--- src/rtl/ro_puf_pkg.sv ---
// ro_puf_pkg: shared state type and default sizing for the RO PUF scheduler
package ro_puf_pkg;
  typedef enum logic [2:0] {IDLE, SETTLE, COUNT, COMPARE, RESP} sched_state_t;
  localparam int CNT_W_DEF = 16;
  localparam int SETTLE_DEF = 16;
  localparam int WINDOW_DEF = 1024;
endpackage

--- src/rtl/ro_pair_sched_if.sv ---
// ro_pair_sched_if: challenge/response handshake between host logic and the pair scheduler
interface ro_pair_sched_if
  import ro_puf_pkg::*;
#(
  parameter int IDX_W = 4,
  parameter int CNT_W = CNT_W_DEF
);
  logic req_valid, req_ready;
  logic [IDX_W-1:0] req_idx_a, req_idx_b;
  logic rsp_valid, rsp_ready, rsp_bit, rsp_tie, rsp_err;
  logic [CNT_W-1:0] rsp_cnt_a, rsp_cnt_b;
  modport master (
    output req_valid, req_idx_a, req_idx_b, rsp_ready,
    input req_ready, rsp_valid, rsp_bit, rsp_tie, rsp_err, rsp_cnt_a, rsp_cnt_b
  );
  modport slave (
    input req_valid, req_idx_a, req_idx_b, rsp_ready,
    output req_ready, rsp_valid, rsp_bit, rsp_tie, rsp_err, rsp_cnt_a, rsp_cnt_b
  );
endinterface

--- src/rtl/ro_edge_counter.sv ---
// ro_edge_counter: synchronizes an async oscillator and counts its rising edges, saturating
module ro_edge_counter
  import ro_puf_pkg::*;
#(
  parameter int CNT_W = CNT_W_DEF
) (
  input  logic             clk,
  input  logic             rst,
  input  logic             in_i,
  input  logic             clr_i,
  input  logic             en_i,
  output logic [CNT_W-1:0] cnt_o
);
  logic [2:0] sync_q;
  logic [CNT_W-1:0] cnt_q;
  // two flops resynchronize, the third is the previous sample for edge detection
  always_ff @(posedge clk) begin
    if (rst) begin
      sync_q <= '0;
      cnt_q <= '0;
    end else begin
      sync_q <= {sync_q[1:0], in_i};
      if (clr_i) cnt_q <= '0;
      else if (en_i && sync_q[1] && !sync_q[2] && cnt_q != '1) cnt_q <= cnt_q + 1'b1;
    end
  end
  assign cnt_o = cnt_q;
endmodule

--- src/rtl/ro_pair_sched.sv ---
// ro_pair_sched: enables a challenged oscillator pair, counts both over a window, returns the comparison
module ro_pair_sched
  import ro_puf_pkg::*;
#(
  parameter int N_RO = 16,
  parameter int IDX_W = $clog2(N_RO),
  parameter int CNT_W = CNT_W_DEF,
  parameter int SETTLE_CYCLES = SETTLE_DEF,
  parameter int WINDOW_CYCLES = WINDOW_DEF
) (
  input  logic            clk,
  input  logic            rst,
  ro_pair_sched_if.slave  bus,
  input  logic [N_RO-1:0] ro_in,
  output logic [N_RO-1:0] ro_en
);
  localparam int TMR_W = $clog2((SETTLE_CYCLES > WINDOW_CYCLES ? SETTLE_CYCLES : WINDOW_CYCLES) + 1);
  localparam logic [2**IDX_W-1:0] IN_RANGE = {(2**IDX_W){1'b1}} >> (2**IDX_W - N_RO);
  sched_state_t state_q, state_d;
  logic [TMR_W-1:0] tmr_q, tmr_d;
  logic [IDX_W-1:0] idx_a_q, idx_a_d, idx_b_q, idx_b_d;
  logic [N_RO-1:0] ro_en_q, ro_en_d;
  logic bit_q, bit_d, tie_q, tie_d, err_q, err_d;
  logic [CNT_W-1:0] cnt_a_q, cnt_a_d, cnt_b_q, cnt_b_d, cnt_a, cnt_b;
  logic bad;
  assign bad = bus.req_idx_a == bus.req_idx_b || !IN_RANGE[bus.req_idx_a] || !IN_RANGE[bus.req_idx_b];
  ro_edge_counter #(.CNT_W(CNT_W)) u_cnt_a (
    .clk(clk), .rst(rst), .in_i(ro_in[idx_a_q]), .clr_i(state_q == SETTLE),
    .en_i(state_q == COUNT), .cnt_o(cnt_a)
  );
  ro_edge_counter #(.CNT_W(CNT_W)) u_cnt_b (
    .clk(clk), .rst(rst), .in_i(ro_in[idx_b_q]), .clr_i(state_q == SETTLE),
    .en_i(state_q == COUNT), .cnt_o(cnt_b)
  );
  // state, timer, latched indices, enables and response registers
  always_ff @(posedge clk) begin
    if (rst) begin
      state_q <= IDLE;
      tmr_q <= '0;
      idx_a_q <= '0;
      idx_b_q <= '0;
      ro_en_q <= '0;
      bit_q <= 1'b0;
      tie_q <= 1'b0;
      err_q <= 1'b0;
      cnt_a_q <= '0;
      cnt_b_q <= '0;
    end else begin
      state_q <= state_d;
      tmr_q <= tmr_d;
      idx_a_q <= idx_a_d;
      idx_b_q <= idx_b_d;
      ro_en_q <= ro_en_d;
      bit_q <= bit_d;
      tie_q <= tie_d;
      err_q <= err_d;
      cnt_a_q <= cnt_a_d;
      cnt_b_q <= cnt_b_d;
    end
  end
  // sequencing: accept, settle, count window, compare, hold response until taken
  always_comb begin
    state_d = state_q;
    tmr_d = tmr_q;
    idx_a_d = idx_a_q;
    idx_b_d = idx_b_q;
    bit_d = bit_q;
    tie_d = tie_q;
    err_d = err_q;
    cnt_a_d = cnt_a_q;
    cnt_b_d = cnt_b_q;
    case (state_q)
      IDLE: if (bus.req_valid) begin
        idx_a_d = bus.req_idx_a;
        idx_b_d = bus.req_idx_b;
        if (bad) begin
          state_d = RESP;
          bit_d = 1'b0;
          tie_d = 1'b0;
          err_d = 1'b1;
          cnt_a_d = '0;
          cnt_b_d = '0;
        end else begin
          state_d = SETTLE;
          tmr_d = TMR_W'(SETTLE_CYCLES - 1);
        end
      end
      SETTLE: if (tmr_q == '0) begin
        state_d = COUNT;
        tmr_d = TMR_W'(WINDOW_CYCLES - 1);
      end else tmr_d = tmr_q - 1'b1;
      COUNT: if (tmr_q == '0) state_d = COMPARE;
        else tmr_d = tmr_q - 1'b1;
      COMPARE: begin
        state_d = RESP;
        bit_d = cnt_a > cnt_b;
        tie_d = cnt_a == cnt_b;
        err_d = 1'b0;
        cnt_a_d = cnt_a;
        cnt_b_d = cnt_b;
      end
      RESP: if (bus.rsp_ready) state_d = IDLE;
      default: state_d = IDLE;
    endcase
    ro_en_d = (state_d == SETTLE || state_d == COUNT) ?
      (N_RO'(1) << idx_a_d) | (N_RO'(1) << idx_b_d) : '0;
  end
  assign ro_en = ro_en_q;
  assign bus.req_ready = state_q == IDLE;
  assign bus.rsp_valid = state_q == RESP;
  assign bus.rsp_bit = bit_q;
  assign bus.rsp_tie = tie_q;
  assign bus.rsp_err = err_q;
  assign bus.rsp_cnt_a = cnt_a_q;
  assign bus.rsp_cnt_b = cnt_b_q;
endmodule

--- src/flat_wrapper.sv ---
// flat-port wrapper written by rule: the top's interface ports become plain ports
module ro_pair_sched_flat import ro_puf_pkg::*;
#(
  parameter int N_RO = 16,
  parameter int IDX_W = $clog2(N_RO),
  parameter int CNT_W = CNT_W_DEF,
  parameter int SETTLE_CYCLES = SETTLE_DEF,
  parameter int WINDOW_CYCLES = WINDOW_DEF
)
  (clk, rst, ro_in, ro_en, bus_req_valid, bus_req_idx_a, bus_req_idx_b, bus_rsp_ready, bus_req_ready, bus_rsp_valid, bus_rsp_bit, bus_rsp_tie, bus_rsp_err, bus_rsp_cnt_a, bus_rsp_cnt_b);
  ro_pair_sched_if #(.IDX_W(IDX_W), .CNT_W(CNT_W)) bus_i ();
  input  logic clk;
  input  logic rst;
  input  logic [N_RO-1:0] ro_in;
  output logic [N_RO-1:0] ro_en;
  input wire logic [$bits(bus_i.req_valid)-1:0] bus_req_valid;
  input wire logic [$bits(bus_i.req_idx_a)-1:0] bus_req_idx_a;
  input wire logic [$bits(bus_i.req_idx_b)-1:0] bus_req_idx_b;
  input wire logic [$bits(bus_i.rsp_ready)-1:0] bus_rsp_ready;
  output wire logic [$bits(bus_i.req_ready)-1:0] bus_req_ready;
  output wire logic [$bits(bus_i.rsp_valid)-1:0] bus_rsp_valid;
  output wire logic [$bits(bus_i.rsp_bit)-1:0] bus_rsp_bit;
  output wire logic [$bits(bus_i.rsp_tie)-1:0] bus_rsp_tie;
  output wire logic [$bits(bus_i.rsp_err)-1:0] bus_rsp_err;
  output wire logic [$bits(bus_i.rsp_cnt_a)-1:0] bus_rsp_cnt_a;
  output wire logic [$bits(bus_i.rsp_cnt_b)-1:0] bus_rsp_cnt_b;
  assign bus_i.req_valid = bus_req_valid;
  assign bus_i.req_idx_a = bus_req_idx_a;
  assign bus_i.req_idx_b = bus_req_idx_b;
  assign bus_i.rsp_ready = bus_rsp_ready;
  assign bus_req_ready = bus_i.req_ready;
  assign bus_rsp_valid = bus_i.rsp_valid;
  assign bus_rsp_bit = bus_i.rsp_bit;
  assign bus_rsp_tie = bus_i.rsp_tie;
  assign bus_rsp_err = bus_i.rsp_err;
  assign bus_rsp_cnt_a = bus_i.rsp_cnt_a;
  assign bus_rsp_cnt_b = bus_i.rsp_cnt_b;
  ro_pair_sched #(.N_RO(N_RO), .IDX_W(IDX_W), .CNT_W(CNT_W), .SETTLE_CYCLES(SETTLE_CYCLES), .WINDOW_CYCLES(WINDOW_CYCLES)) u_core (.clk(clk), .rst(rst), .bus(bus_i), .ro_in(ro_in), .ro_en(ro_en));
endmodule
--- config.mk ---
export PLATFORM = sky130hd
export DESIGN_NAME = ro_pair_sched_flat
export DESIGN_NICKNAME = d
export VERILOG_FILES = /design/src/rtl/ro_puf_pkg.sv /design/src/rtl/ro_pair_sched_if.sv /design/src/rtl/ro_edge_counter.sv /design/src/rtl/ro_pair_sched.sv /design/src/flat_wrapper.sv
export SDC_FILE = /design/constraint.sdc
export NUM_CORES = 1
export LEC_CHECK = 0
export CAP_MARGIN = 5
export CORE_AREA = 5 5 111 113
export DETAILED_ROUTE_END_ITERATION = 8
export DIE_AREA = 0 0 116 118
export GPL_ROUTABILITY_DRIVEN = 0
export PLACE_DENSITY = 0.75
export SLEW_MARGIN = 30
export SYNTH_ARGS = -nofsm -noshare
export SYNTH_HDL_FRONTEND = slang
export SYNTH_SLANG_ARGS = --single-unit
--- constraint.sdc ---
create_clock -name clk -period 2.6 [get_ports clk]
set_input_delay 0.52 -clock clk [delete_from_list [all_inputs] [get_ports clk]]
set_output_delay 0.52 -clock clk [all_outputs]
set_load 0.01 [all_outputs]
# Word-level counts from Yosys, hierarchy flattened
# Memories as Yosys holds them, arrays and structs flattened.
# Cells that the tools add are included.
[word_totals] rom_bits=32 output_inout_bits=53 word_cells=95 reg_bits=111 in_bits=28 n_memories=2
[memory_table] name="(name not given)" depth=16 width=1 read_ports=1 rd_clocked_by_memory_dff=0 write_ports=0 line_no="ro_pair_sched.sv:26" rtl="assign bad = bus.req_idx_a == bus.req_idx_b || !IN_RANGE[bus.req_idx_a] || !IN_RANGE[bus.req_idx_b];"
[memory_table] name="(name not given)" depth=16 width=1 read_ports=1 rd_clocked_by_memory_dff=0 write_ports=0 line_no="ro_pair_sched.sv:26"
[classes] magnitude_cmp=5 reduce_logical=21 bitwise_logic=2 addsub=3 eq_ne=14 mux=32 shift=2
[ops] op="16-bit one-hot mux with 2 select lines" n=2
[ops] op="11-bit 2-to-1 mux" n=4
[ops] op="11-bit one-hot mux with 3 select lines" n=1
[ops] op="16-bit by 1-bit adder with 16-bit output, second input constant" n=2
[ops] op="16-bit 2-to-1 mux" n=2
[ops] op="16-bit != test, second input constant" n=2
[ops] op="1-bit by 4-bit << shifter with 16-bit output, first input constant" n=2
[ops] op="4-bit by 5-bit < comparator with 1-bit output, second input constant" n=4
[ops] op="16-bit == test" n=1
[ops] op="16-bit > comparator" n=1
[ops] op="4-bit 2-to-1 mux" n=4
[ops] op="16-bit OR" n=1
[ops] op="3-bit 2-to-1 mux" n=5
[ops] op="3-bit one-hot mux with 5 select lines" n=1
[ops] op="11-bit zero test" n=1
[ops] op="11-bit by 1-bit subtractor with 11-bit output, second input constant" n=1
[ops] op="3-bit by 2-bit == test with 1-bit output, second input constant" n=3
[ops] op="1-bit binary-select mux with 4-bit select" n=2
[ops] op="1-bit 2-to-1 mux" n=8
[ops] op="3-bit by 1-bit == test with 1-bit output, second input constant" n=2
[ops] op="1-bit logical AND" n=6
[ops] op="2-bit != test, second input constant" n=3
[ops] op="1-bit one-hot mux with 2 select lines" n=3
[ops] op="4-bit == test" n=1
[ops] op="other kinds (11)" n=17

# Depth between registers and ports, before layout
# Gate-level depths: netlist of run 1.
[depth] ltp_word=12 depth_mapped=8 depth_no_buf=7

# Modules after synthesis
# From an unflattened synthesis of run 1, not the netlist that was laid out.
[unflattened] cells_unflattened=647 hier_area_um2=5758.0
[modules_own_cells] mod="ro_pair_sched" cells_each=441 seq_area_each_um2=1461.4 area_each_um2=3976.3 n_inst=1
[modules_own_cells] mod="ro_edge_counter" cells_each=103 seq_area_each_um2=380.4 area_each_um2=890.9 n_inst=2

# Worst setup path after synthesis of run 1
# OpenSTA, ideal clock, no wires.
[synth_timing] path_kind="input to register" from="input bus_req_idx_b[1]" to="register u_core.ro_en_q[10] (netlist: u_core.ro_en[10])" arrival_time_ps=1843 path_slack_ps=640 t_required_ps=2483 path_stages=5 path_buffers=1 setup_time_ps=117 path_cell_list="xor2_1 > o41a_2 > o21ai_1 > buf_2 > nor2_1"
[synth_via] elab_chain_len=11 elab_cells_between_ends=18 cone_classes="3 x eq/ne; 1 x shift; 6 x mux; 2 x bitwise; 5 x reduce/logical; 1 x memory"
[synth_lines] element="from (decl)" line_no="flat_wrapper.sv:18" rtl="input wire logic [$bits(bus_i.req_idx_b)-1:0] bus_req_idx_b;"
[synth_lines] element="memory 16 x 1 bit"
[synth_lines] element="1-bit 2-to-1 mux (implied by the code)" line_no="ro_pair_sched.sv:26"
[synth_lines] element="1-bit zero test" line_no="ro_pair_sched.sv:26"
[synth_lines] element="1-bit logical OR" line_no="ro_pair_sched.sv:26"
[synth_lines] element="3-bit 2-to-1 mux" line_no="ro_pair_sched.sv:76" rtl="if (bad) begin"
[synth_lines] element="3-bit 2-to-1 mux" line_no="ro_pair_sched.sv:73" rtl="IDLE: if (bus.req_valid) begin"
[synth_lines] element="3-bit one-hot mux with 5 select lines" line_no="ro_pair_sched.sv:72" rtl="case (state_q)"
[synth_lines] element="3-bit by 1-bit == test with 1-bit output or 3-bit by 2-bit == test with 1-bit output (tied branches)" line_no="ro_pair_sched.sv:105" rtl="ro_en_d = (state_d == SETTLE || state_d == COUNT) ?"
[synth_lines] element="1-bit logical OR" line_no="ro_pair_sched.sv:105"
[synth_lines] element="1-bit inverter (no source line)"
[synth_lines] element="2-bit OR reduction (no source line)"
[synth_lines] element="to (signal assigned)" line_no="ro_pair_sched.sv:53" rtl="ro_en_q <= ro_en_d;"
[synth_lines] element="to (decl)" line_no="ro_pair_sched.sv:22" rtl="logic [N_RO-1:0] ro_en_q, ro_en_d;"
# Parallel ways exist; a longest one is shown, timed or not. The select of a mux whose other input is x is not followed.
# A chain may end at the register's enable or synchronous reset.

# Worst setup path in the final report of run 1
[layout_timing] from="register u_core.state_q[1]" to="register u_core.u_cnt_b.cnt_q[15] (netlist: u_core.u_cnt_b.cnt_o[15])"
[layout_via] elab_chain_len=4 elab_cells_between_ends=6 cone_classes="2 x eq/ne; 4 x reduce/logical"
[layout_lines] element="from (decl)" line_no="ro_pair_sched.sv:19" rtl="sched_state_t state_q, state_d;"
[layout_lines] element="from (signal assigned)" line_no="ro_pair_sched.sv:49" rtl="state_q <= state_d;"
[layout_lines] element="3-bit by 2-bit == test with 1-bit output" line_no="ro_pair_sched.sv:33" rtl=".en_i(state_q == COUNT), .cnt_o(cnt_b)"
[layout_lines] element="1-bit logical AND (3 in series)" line_no="ro_edge_counter.sv:24" rtl="else if (en_i && sync_q[1] && !sync_q[2] && cnt_q != '1) cnt_q <= cnt_q + 1'b1;"
[layout_lines] element="to (signal assigned)" line_no="ro_edge_counter.sv:24"
[layout_lines] element="to (decl)" line_no="ro_edge_counter.sv:15" rtl="logic [CNT_W-1:0] cnt_q;"
# Parallel ways exist; a longest one is shown, timed or not.

==> results of run 1 <==
==> flip-flops by register name, indices dropped and copies added (netlist names) <==
signal / cells
u_core.bus.rsp_cnt_a: 16
u_core.bus.rsp_cnt_b: 16
u_core.bus.rsp_tie: 1
u_core.tmr_q: 11
u_core.u_cnt_a.sync_q: 3
u_core.u_cnt_b.cnt_o: 16
u_core.bus.rsp_bit: 1
u_core.u_cnt_b.sync_q: 3
u_core.idx_a_q: 4
u_core.u_cnt_a.cnt_o: 16
u_core.idx_b_q: 4
u_core.ro_en: 16
u_core.bus.rsp_err: 1
u_core.state_q: 3
==> power breakdown <==
group | internal, W | switching (W)
clock | 0.000690 | 0.000617
sequential | 0.00181 | 0.000161
combinational | 0.000513 | 0.000671
==> final timing paths <==
kind                                  startpoint  cells past startpoint  slack [ns]                               endpoint
max                 u_core.state_q[1]$_SDFF_PP0_                      5        0.33  u_core.u_cnt_b.cnt_o[15]$_SDFFE_PP0P_
min          u_core.u_cnt_a.sync_q[0]$_SDFF_PP0_                      1        0.44    u_core.u_cnt_a.sync_q[1]$_SDFF_PP0_
max reg2reg         u_core.state_q[1]$_SDFF_PP0_                      5        0.33  u_core.u_cnt_b.cnt_o[15]$_SDFFE_PP0P_
min reg2reg  u_core.u_cnt_a.sync_q[0]$_SDFF_PP0_                      1        0.44    u_core.u_cnt_a.sync_q[1]$_SDFF_PP0_
==> cell usage after synthesis (all sizes together), types with 5 or more instances <==
cell / count / area [um^2]
and3: 5 / 31.3
a22oi: 16 / 120
xnor2: 18 / 158
ha: 19 / 238
nand3: 50 / 250
mux4: 10 / 225
buf: 6 / 32.5
nor4: 10 / 77.6
nand4: 14 / 93.8
and4: 7 / 61.3
clkbuf: 30 / 113
a21oi: 61 / 317
a2111oi: 5 / 68.8
inv: 26 / 97.6
nand3b: 16 / 120
nor3: 22 / 120
nand2: 86 / 325
dfxtp: 111 / 2220
a311oi: 5 / 43.8
nor2: 51 / 191
or3: 12 / 75.1
mux2i: 7 / 70.1
xor2: 6 / 52.6
o21ai: 8 / 40.0
o31ai: 7 / 52.6
nor2b: 10 / 62.6
==> through the flow <==
stage               cells  util (%)  total power [W]
CTS                   883      61.4          0.00446
global placement      869      59.0          0.00313
detailed placement    869      59.0          0.00317
floorplan             662         -          0.00280
global route          883      61.4          0.00469
finish                883      61.4          0.00446
==> layer usage <==
metal / track usage [%] / up-vias
met1: 27.5 / 2435
met4: 6.96 / 0
li1: - / 2539
met5: 0 / -
met3: 3.86 / 20
met2: 37.2 / 165
==> critical path: stages (launching register included) <==
cell and delay [ns]:
sky130_fd_sc_hd__dfxtp_1 0.54, sky130_fd_sc_hd__nor3b_4 0.58, sky130_fd_sc_hd__nand4_2 0.30, sky130_fd_sc_hd__nor4_4 0.41, sky130_fd_sc_hd__a31oi_1 0.13, sky130_fd_sc_hd__o21a_1 0.20
==> kinds of logic (layout without fill, tap and decap cells) <==
group	count (synthesis)	in the layout	synth area share, %
adders and majority gates	19	19	4.21
DFF	111	111	39.4
buffers and inverters	62	140	4.30
xor gates and xnor gates	24	24	3.73
AOI/OAI and AO/OA	129	129	15.4
and+or+nand+nor	300	300	27.8
muxes	17	17	5.23
==> area by class of cell <==
| cell class | count | area share [%] |
|---|---|---|
| Clock inverter | 3 | 0.290 |
| Multi-Input combinational cell | 489 | 46.1 |
| Clock buffer | 11 | 3.66 |
| Inverter | 26 | 1.42 |
| Sequential cell | 111 | 32.2 |
| Timing Repair Buffer | 100 | 13.7 |
| Tap cell | 143 | 2.59 |
==> cell usage in the layout (no fill, tap or decap), types with 12 or more instances in the layout <==
cell type,synthesis,final
sky130_fd_sc_hd__dfxtp_1,111,110
sky130_fd_sc_hd__inv_1,26,26
sky130_fd_sc_hd__ha_1,19,19
sky130_fd_sc_hd__xnor2_1,18,18
sky130_fd_sc_hd__nand2_1,85,85
sky130_fd_sc_hd__or3_1,12,12
sky130_fd_sc_hd__a22oi_1,16,16
sky130_fd_sc_hd__nor2_1,51,51
sky130_fd_sc_hd__nand3b_1,16,16
sky130_fd_sc_hd__clkdlybuf4s50_1,0,79
sky130_fd_sc_hd__nor3_1,20,20
sky130_fd_sc_hd__a21oi_1,60,60
sky130_fd_sc_hd__nand4_1,13,13
sky130_fd_sc_hd__nand3_1,50,50
sky130_fd_sc_hd__buf_4,2,20
==> impl_metrics.prom, run 1 <==
# TYPE chip_impl_metric gauge
chip_impl_info{name="status",value="finished, final reports clean"} 1
chip_impl_metric{name="met1Wirelength",unit="mm"} 6.09
chip_impl_metric{name="vdd_drop_max",unit="mV"} 0.408
chip_impl_metric{name="layout.nets",unit=""} 784
chip_impl_metric{name="port-buffer-count",unit=""} 80
chip_impl_metric{name="grt_pass1_wl",unit="mm"} 24.4
chip_impl_metric{name="worst_setup_hold_path_clk_slew",unit="ns"} 0.07
chip_impl_metric{name="via_per_inst",unit=""} 5.84
chip_impl_info{name="worst-setup-path-type",value="reg -> reg"} 1
chip_impl_metric{name="post_route_cells_drive_above_1_share",unit="%"} 8.38
chip_impl_metric{name="sum_of_met2_wire_segment_lengths_after_detailed_routing",unit="mm"} 7.32
chip_impl_metric{name="tns",unit="ns"} 0
chip_impl_metric{name="core_area",unit="mm^2"} 0.0112
chip_impl_info{name="timing.critical_path.to_type",value="register"} 1
chip_impl_metric{name="cts_sinks",unit=""} 111
chip_impl_metric{name="timing.final.ws_setup",unit="ns"} 0.327
chip_impl_metric{name="synth_area",unit="mm^2"} 0.00564
chip_impl_metric{name="cts_hold_buf",unit=""} 0
chip_impl_metric{name="yosys_warnings",unit=""} 0
chip_impl_metric{name="final-hold-violation-count",unit=""} 0
chip_impl_metric{name="power.density_cell_area",unit="mW/mm^2"} 647
chip_impl_metric{name="grt_use_total",unit="%"} 21.8
chip_impl_metric{name="cap_viol_max_count",unit=""} 0
chip_impl_metric{name="routed_via_count",unit=""} 5159
chip_impl_metric{name="syn-instance-count",unit=""} 662
chip_impl_metric{name="drv_slew",unit=""} 0
chip_impl_metric{name="area_of_the_multi_input_gates",unit="mm^2"} 0.00318
chip_impl_info{name="clock-root-buffer",value="sky130_fd_sc_hd__clkbuf_16"} 1
chip_impl_metric{name="dpl.hpwl",unit="mm"} 10.6
chip_impl_metric{name="max-slew-margin-rel",unit="%"} 51.5
chip_impl_metric{name="detail_route.wirelength",unit="mm"} 14.4
chip_impl_metric{name="synth_seq_area_share",unit="%"} 39.4
chip_impl_metric{name="tightestPinTransition",unit="ns"} 0.718
chip_impl_metric{name="p_leak",unit="nW"} 2.34
chip_impl_metric{name="cts_made_buffers",unit=""} 9
chip_impl_metric{name="global_route.overflow_total",unit=""} 0
chip_impl_metric{name="mappedNetlistNets",unit=""} 709
chip_impl_metric{name="synth.ff_latch_count",unit=""} 111
chip_impl_metric{name="cp_data_required_time",unit="ns"} 2.85
chip_impl_info{name="cts_tree",value="yes"} 1
chip_impl_metric{name="placementRows",unit=""} 39
chip_impl_metric{name="clock_tree.buffer_depth",unit=""} 2
chip_impl_metric{name="grt_max_degree",unit=""} 43
chip_impl_metric{name="antennaDiodeCount",unit=""} 0
chip_impl_metric{name="clock-skew-final",unit="ns"} 0.00504
chip_impl_metric{name="effective_utilization_at_floorplan",unit="%"} 50.3
chip_impl_info{name="highest-signal-layer",value="met4"} 1
chip_impl_metric{name="antenna_found_initial",unit=""} 0
chip_impl_info{name="holdCritPathClass",value="reg -> reg"} 1
chip_impl_metric{name="stdcell_area",unit="mm^2"} 0.00690
chip_impl_metric{name="first_iter_violations",unit=""} 454
chip_impl_metric{name="seq_area",unit="mm^2"} 0.00222
chip_impl_metric{name="worst-path-max-fanout",unit=""} 10
chip_impl_metric{name="setup_violations",unit=""} 0
chip_impl_metric{name="route.detailed.drc",unit=""} 0
chip_impl_metric{name="fin_crit",unit="ns"} 2.27
chip_impl_metric{name="period_share",unit="%"} 87.4
chip_impl_metric{name="nFillCells",unit=""} 972
chip_impl_metric{name="dr.pass1.iters",unit=""} 5
chip_impl_info{name="synthFlopType",value="sky130_fd_sc_hd__dfxtp_1"} 1
chip_impl_metric{name="htree_num_levels",unit=""} 3
chip_impl_metric{name="die_width",unit="um"} 116
chip_impl_metric{name="post_cts_resize_count",unit=""} 0
chip_impl_metric{name="number_of_distinct_standard_cells_referenced_by_the_synthesized_netlist",unit=""} 62
chip_impl_metric{name="dieArea",unit="mm^2"} 0.0137
chip_impl_metric{name="place_ws",unit="ns"} 0.0437
chip_impl_metric{name="post_cts.repair.setup_buffers",unit=""} 0
chip_impl_metric{name="ant_nets",unit=""} 0
chip_impl_metric{name="placed_cell_area",unit="mm^2"} 0.00662
chip_impl_info{name="timing.critical_path.from_type",value="register"} 1
chip_impl_metric{name="number_of_flops_mapped_to_enable_cells_by_yosys",unit=""} 0
chip_impl_metric{name="worstSkewPairLatency",unit="ns"} 0.36
chip_impl_metric{name="routed-wl-met3",unit="um"} 766
chip_impl_metric{name="critPathArrivalTime",unit="ns"} 2.52
chip_impl_metric{name="via_count_of_the_first_global_routing_pass",unit=""} 5034
chip_impl_metric{name="share_of_synthesized_flip_flops_with_an_asynchronous_set_or_reset",unit="%"} 0
chip_impl_metric{name="fin_hold_ws",unit="ns"} 0.442
chip_impl_metric{name="io_pins",unit=""} 81
chip_impl_info{name="rsz_0062_raised_after_global_routing",value="no"} 1
chip_impl_metric{name="fmax",unit="MHz"} 440
chip_impl_metric{name="die_y",unit="um"} 118
chip_impl_metric{name="post_synth.cell_area_avg",unit="um^2"} 8.52
chip_impl_metric{name="wl_per_cell",unit="um"} 16.4
chip_impl_metric{name="syn2layout_area_growth",unit="%"} 22.2
Note: power is estimated with default switching activity, not from simulation.
==> run 2: changes to the inputs <==
- ABC_CLOCK_PERIOD_IN_PS: default -> 2600
- SLEW_MARGIN: 30 -> 25
==> results of run 2 <==
Same layout as run 1: the final DEF is identical, and so are final timing and power.
